`src/rtl/uart_tx.sv`:
```
// UART transmitter: pops one byte per frame from the TX FIFO and shifts it
// out as start bit, LSB-first data, optional parity and 1 or 2 stop bits.
// Every output is a flop loaded on the edge that enters the state driving it.
module uart_tx #(
    parameter int unsigned DATA_BITS    = 8,
    parameter int unsigned CLKS_PER_BIT = 16,
    parameter int unsigned PARITY_MODE  = 0,
    parameter int unsigned STOP_BITS    = 1
) (
    input  logic                 clk,
    input  logic                 rst,
    input  logic [DATA_BITS-1:0] Tx_Data,
    input  logic                 FIFO_Empty,
    input  logic                 BIST_Mode,
    output logic                 Pop_Data,
    output logic                 Tx,
    output logic                 Tx_Busy,
    output logic                 Tx_Done
);

    localparam int unsigned CntW = $clog2(CLKS_PER_BIT);
    localparam int unsigned BitW = $clog2(DATA_BITS);

    localparam logic [CntW-1:0] CntLast    = CntW'(CLKS_PER_BIT - 1);
    localparam logic [CntW-1:0] CntPreLast = CntW'(CLKS_PER_BIT - 2);
    localparam logic [BitW-1:0] BitLast    = BitW'(DATA_BITS - 1);
    localparam logic [BitW-1:0] StopLast   = BitW'(STOP_BITS - 1);

    if (DATA_BITS < 5 || DATA_BITS > 9) begin : gen_bad_data_bits
        $error("uart_tx: DATA_BITS must be in 5..9");
    end
    if (CLKS_PER_BIT < 2) begin : gen_bad_clks_per_bit
        $error("uart_tx: CLKS_PER_BIT must be at least 2");
    end
    if (PARITY_MODE > 2) begin : gen_bad_parity_mode
        $error("uart_tx: PARITY_MODE must be 0, 1 or 2");
    end
    if (STOP_BITS < 1 || STOP_BITS > 2) begin : gen_bad_stop_bits
        $error("uart_tx: STOP_BITS must be 1 or 2");
    end

    typedef enum logic [2:0] {
        StIdle, StPop, StLoad, StStart, StData, StParity, StStop
    } state_e;

    state_e                 state_q, state_d;
    logic [CntW-1:0]        cnt_q, cnt_d;
    logic [BitW-1:0]        bit_q, bit_d;
    logic [DATA_BITS-1:0]   shift_q, shift_d;
    logic                   par_q, par_d;
    logic                   tx_q, tx_d;
    logic                   pop_q, pop_d;
    logic                   busy_q, busy_d;
    logic                   done_q, done_d;
    logic                   bit_end;

    // Last clock of the current bit period.
    assign bit_end = (cnt_q == CntLast);

    // State register; reset abandons any frame in flight.
    always_ff @(posedge clk or posedge rst) begin
        if (rst) begin
            state_q <= StIdle;
        end else begin
            state_q <= state_d;
        end
    end

    // Next-state logic; BIST_Mode and FIFO_Empty only matter in idle.
    always_comb begin
        state_d = state_q;
        unique case (state_q)
            StIdle:   if (!FIFO_Empty && !BIST_Mode) state_d = StPop;
            StPop:    state_d = StLoad;
            StLoad:   state_d = StStart;
            StStart:  if (bit_end) state_d = StData;
            StData: begin
                if (bit_end && bit_q == BitLast) begin
                    state_d = (PARITY_MODE != 0) ? StParity : StStop;
                end
            end
            StParity: if (bit_end) state_d = StStop;
            StStop:   if (bit_end && bit_q == StopLast) state_d = StIdle;
            default:  state_d = StIdle;
        endcase
    end

    // Baud/bit counters and shift register; counters idle at zero so START
    // always begins with a fresh baud count.
    always_comb begin
        cnt_d   = '0;
        bit_d   = bit_q;
        shift_d = shift_q;
        par_d   = par_q;
        if (state_q inside {StStart, StData, StParity, StStop}) begin
            cnt_d = bit_end ? '0 : cnt_q + 1'b1;
        end
        unique case (state_q)
            StLoad: begin
                shift_d = Tx_Data;
                par_d   = ^Tx_Data;
                bit_d   = '0;
            end
            StData: begin
                if (bit_end) begin
                    if (bit_q == BitLast) begin
                        bit_d = '0;
                    end else begin
                        bit_d   = bit_q + 1'b1;
                        shift_d = shift_q >> 1;
                    end
                end
            end
            // In STOP the bit counter indexes the stop bit.
            StStop: begin
                if (bit_end) bit_d = (bit_q == StopLast) ? '0 : bit_q + 1'b1;
            end
            StIdle:  bit_d = '0;
            default: ;
        endcase
    end

    // Output next values, derived from the state being entered.
    always_comb begin
        pop_d  = (state_d == StPop);
        busy_d = (state_d != StIdle);
        // Registered, so raised one clock ahead of the final stop clock.
        done_d = (state_q == StStop) && (bit_q == StopLast) && (cnt_q == CntPreLast);
        unique case (state_d)
            StStart:  tx_d = 1'b0;
            StData:   tx_d = shift_d[0];
            StParity: tx_d = (PARITY_MODE == 2) ? ~par_q : par_q;
            default:  tx_d = 1'b1;
        endcase
    end

    // Datapath and output registers.
    always_ff @(posedge clk or posedge rst) begin
        if (rst) begin
            cnt_q   <= '0;
            bit_q   <= '0;
            shift_q <= '0;
            par_q   <= 1'b0;
            tx_q    <= 1'b1;
            pop_q   <= 1'b0;
            busy_q  <= 1'b0;
            done_q  <= 1'b0;
        end else begin
            cnt_q   <= cnt_d;
            bit_q   <= bit_d;
            shift_q <= shift_d;
            par_q   <= par_d;
            tx_q    <= tx_d;
            pop_q   <= pop_d;
            busy_q  <= busy_d;
            done_q  <= done_d;
        end
    end

    assign Pop_Data = pop_q;
    assign Tx       = tx_q;
    assign Tx_Busy  = busy_q;
    assign Tx_Done  = done_q;

endmodule

```
`config.mk`:
```
export PLATFORM = sky130hd
export DESIGN_NAME = uart_tx
export DESIGN_NICKNAME = d
export VERILOG_FILES = /design/src/rtl/uart_tx.sv
export SDC_FILE = /design/constraint.sdc
export NUM_CORES = 1
export LEC_CHECK = 0
export BUFFER_PORTS_ARGS = -buffer_cell sky130_fd_sc_hd__buf_2
export CAP_MARGIN = 5
export CORE_ASPECT_RATIO = 2
export CORE_MARGIN = 2
export CORE_UTILIZATION = 40
export CTS_CLUSTER_DIAMETER = 100
export DETAILED_ROUTE_END_ITERATION = 16
export PLACE_DENSITY = 0.61
export SLEW_MARGIN = 20
export SYNTH_ARGS = -nofsm -noshare
export SYNTH_HDL_FRONTEND = slang
export SYNTH_SLANG_ARGS = --single-unit
```
`constraint.sdc`:
```
create_clock -name clk -period 2.5 [get_ports clk]
set_input_delay 0.25 -clock clk [delete_from_list [all_inputs] [get_ports clk]]
set_output_delay 0.25 -clock clk [all_outputs]
set_load 0.02 [all_outputs]
```
==> impl_metrics.toml <==
[cts]
worst_setup_hold_path_clk_slew_ns = 0.08
clock-root-buffer = "sky130_fd_sc_hd__clkbuf_8"
cts_tree = "built"
cts-buffers-inserted = 3
cts-hold-fix-buffers = 0
clock_latency_ns = 0.27
post-cts-setup-buffers = 0
cts-resized-gates = 0
clock_path_buffers = 2
cts.htree.levels = 1
cts_num_sinks = 23

[final_layout]
most_common_cell_after_layout_fill_and_taps_aside = "sky130_fd_sc_hd__dfrtp_1"
diodes = 0
drive_above_1_share = 0.1931
fillCellCount = 306
finish.net_count = 163
area_delta_synth_final_pct = 9.779
postLayoutCoreUtil = 0.4538
mostFrequentLayoutCells = "sky130_fd_sc_hd__dfrtp_1, sky130_fd_sc_hd__nand2_1, sky130_fd_sc_hd__buf_2"

[routing]
via_per_inst = 5.591
avgRoutedWirePerCell_um = 15.23
detailedRoute.firstPassIterationCount = 4
dr_total_vias = 984
postRouteWirelength_mm = 2.680
final_antenna_violating_net_count = 0
drtIter0Drc = 16
drc = 0

[synthesis]
sequential_fraction_of_the_synthesis_area = 0.4420
synth.avg_cell_area_um2 = 9.886
ys.warnings.count = 0
synth_fp_nets = 149
async_flop_share = 1.000
synth_ff_type = "sky130_fd_sc_hd__dfrtp_1"
number_of_enable_flip_flop_cells_after_synthesis = 0
synthCells = 132
ys_ff_latch = 23
post_synth_instance_area_um2 = 1305
synth_cell_type_count = 41

[power]
p_leak_nw = 0.6642
switching_share = 0.2302
power_frac_comb = 0.083
power.switching_w = 0.0001573
total_power_w = 0.0006833
internal-power_w = 0.0005260
power-per-cell-area_nw_per_um2 = 477.0
irDropWorstVdd_mv = 0.2392
sequentialPowerShare = 0.575
share_clk_of_total_power = 0.342

[timing]
setup_viol_count_final = 0
final_worst_clock_skew_ns = 0.004170
worst_slack_ns = 0.6278
setup_repair_after_global_routing_missed_its_margin = "false"
hold_viol_final = 0
maxSlewHeadroom = 0.4097
max_clock_freq_mhz = 534.1
tightestPinTransition_ns = 0.8845
max_transition_viols_final = 0
finalSetupTns_ns = 0
finalCritPeriodShare = 0.7489
fin_crit_ns = 1.872

[die]
core.rowCount = 29
core-area_um2 = 3157
effective_utilization_at_floorplan = 0.4134
die_height_um = 84.78
ioPinCount = 16
die_x_um = 44.39
design.die.area_um2 = 3763

[worst_setup_path]
worstReg2RegStart = "bit_q[1]$_DFFE_PP0P_"
end_kind = "register"
critical_path.reg2reg.endpoint = "Tx$_DFF_PP1_"
cp.required_ns = 2.69
crit_path_arrival_time_ns = 2.06
r2r.worst_path.cells = 6
setup.worst_path.start_class = "register"
worst-path-max-fanout = 5
rrSetupSlack_ns = 0.63
criticalPathCategory = "register to register"

[place]
detailed_place_hpwl_mm = 2.038
pre_cts_ws_ns = 0.6361
numPortBuffers = 15
final_estimated_routing_congestion_in_global_placement = 0.7978

[worst_hold_path]
hold_path_class = "primary input to asynchronous set/reset pin"

[global_routing]
antenna_found_initial = 0
grt_start_max_net_pins = 24
grt_use_total = 0.1661
globalRouteOverflowTotal = 0
grt_first_pass_wirelength_mm = 4.567
first_global_vias = 1039

[status]
status = "finished, final reports clean"

[run]
cap_violations = 0
## layout make-up
type	instances	area, µm²	area share
clock buffer	4	45.04	0.03144
inverter	8	30.03	0.02096
multi-input combinational	94	659.4	0.4603
sequential	23	576.8	0.4026
tap	31	38.79	0.02707
timing repair buffer	16	82.58	0.05764
## worst max-delay path, cell delays in order (launching register included)
cell and delay [ns]:
sky130_fd_sc_hd__dfrtp_1 0.42, sky130_fd_sc_hd__ha_1 0.21, sky130_fd_sc_hd__ha_1 0.27, sky130_fd_sc_hd__nor4b_4 0.39
sky130_fd_sc_hd__a32o_1 0.21, sky130_fd_sc_hd__a21oi_1 0.06, sky130_fd_sc_hd__o31ai_2 0.24
## synth_stat cells, types with 2 or more instances
cell                       count  share of area
sky130_fd_sc_hd__nand2_1      21          0.060
sky130_fd_sc_hd__o21ai_0       3          0.012
sky130_fd_sc_hd__clkbuf_1      2         0.0058
sky130_fd_sc_hd__nor2_1        5          0.014
sky130_fd_sc_hd__a22oi_1       7          0.040
sky130_fd_sc_hd__nor2b_1       4          0.019
sky130_fd_sc_hd__xnor2_1       9          0.060
sky130_fd_sc_hd__o21ai_1       3          0.012
sky130_fd_sc_hd__inv_1         8          0.023
sky130_fd_sc_hd__dfrtp_1      22           0.42
sky130_fd_sc_hd__ha_1          5          0.048
sky130_fd_sc_hd__buf_2         4          0.015
sky130_fd_sc_hd__nor3_1        2         0.0077
sky130_fd_sc_hd__a21oi_1      10          0.038
## flip-flops by register name, indices dropped and copies added, names as in the netlist
name and flops:
par_q 1, state_q 3, cnt_q 4, Pop_Data 1, Tx 1, shift_q 8
bit_q 3, Tx_Busy 1, Tx_Done 1
## per-layer routing
metal / vias to the layer above / global-route usage / wire length, µm
met5: - / 0 / 0
met4: 0 / 0.09366 / 77
met3: 6 / 0.01935 / 71
met2: 15 / 0.3008 / 1545
met1: 473 / 0.1723 / 986
li1: 490 / - / -
## logic make-up (layout without fill, tap and decap cells)
kind of cell,after synthesis,in the layout,synth area share
AOI/OAI and AO/OA,36,36,0.2090
and+or+nand+nor,44,44,0.1879
xor gates and xnor gates,9,9,0.06041
DFF,23,23,0.4420
adders and majority gates,5,5,0.04794
buffers and inverters,15,28,0.05274
## stage by stage
stage	hold WS, ns	cells	cell area [µm²]
after floorplan	0.2512	132	1305
final	0.1565	176	1433
after global routing	0.1873	176	1433
after detailed placement	0.4727	172	1388
after global placement	0.4634	172	1388
after CTS	0.1954	176	1433
## power groups by stage
stage | registers (W) | clock network, W | logic, W
after floorplan | 0.000399 | 0 | 0.0000365
after global placement | 0.000401 | 0 | 0.0000570
after detailed placement | 0.000401 | 0 | 0.0000585
after CTS | 0.000393 | 0.000244 | 0.0000590
after global routing | 0.000396 | 0.000257 | 0.0000638
final | 0.000393 | 0.000234 | 0.0000566
## worst max path at each step
| stage | start | to | slack, ns | depth (start not counted) |
|---|---|---|---|---|
| after floorplan | bit_q[0]$_DFFE_PP0P_ | Tx$_DFF_PP1_ | 0.76 | 6 |
| after CTS | bit_q[1]$_DFFE_PP0P_ | Tx$_DFF_PP1_ | 0.61 | 6 |
| after detailed placement | bit_q[1]$_DFFE_PP0P_ | Tx$_DFF_PP1_ | 0.64 | 6 |
| after global placement | bit_q[0]$_DFFE_PP0P_ | Tx$_DFF_PP1_ | 0.69 | 6 |
| final | bit_q[1]$_DFFE_PP0P_ | Tx$_DFF_PP1_ | 0.63 | 6 |
| after global routing | bit_q[0]$_DFFE_PP0P_ | shift_q[1]$_DFFE_PP0P_ | 0.47 | 6 |
Note: power is estimated with default switching activity, not from simulation.
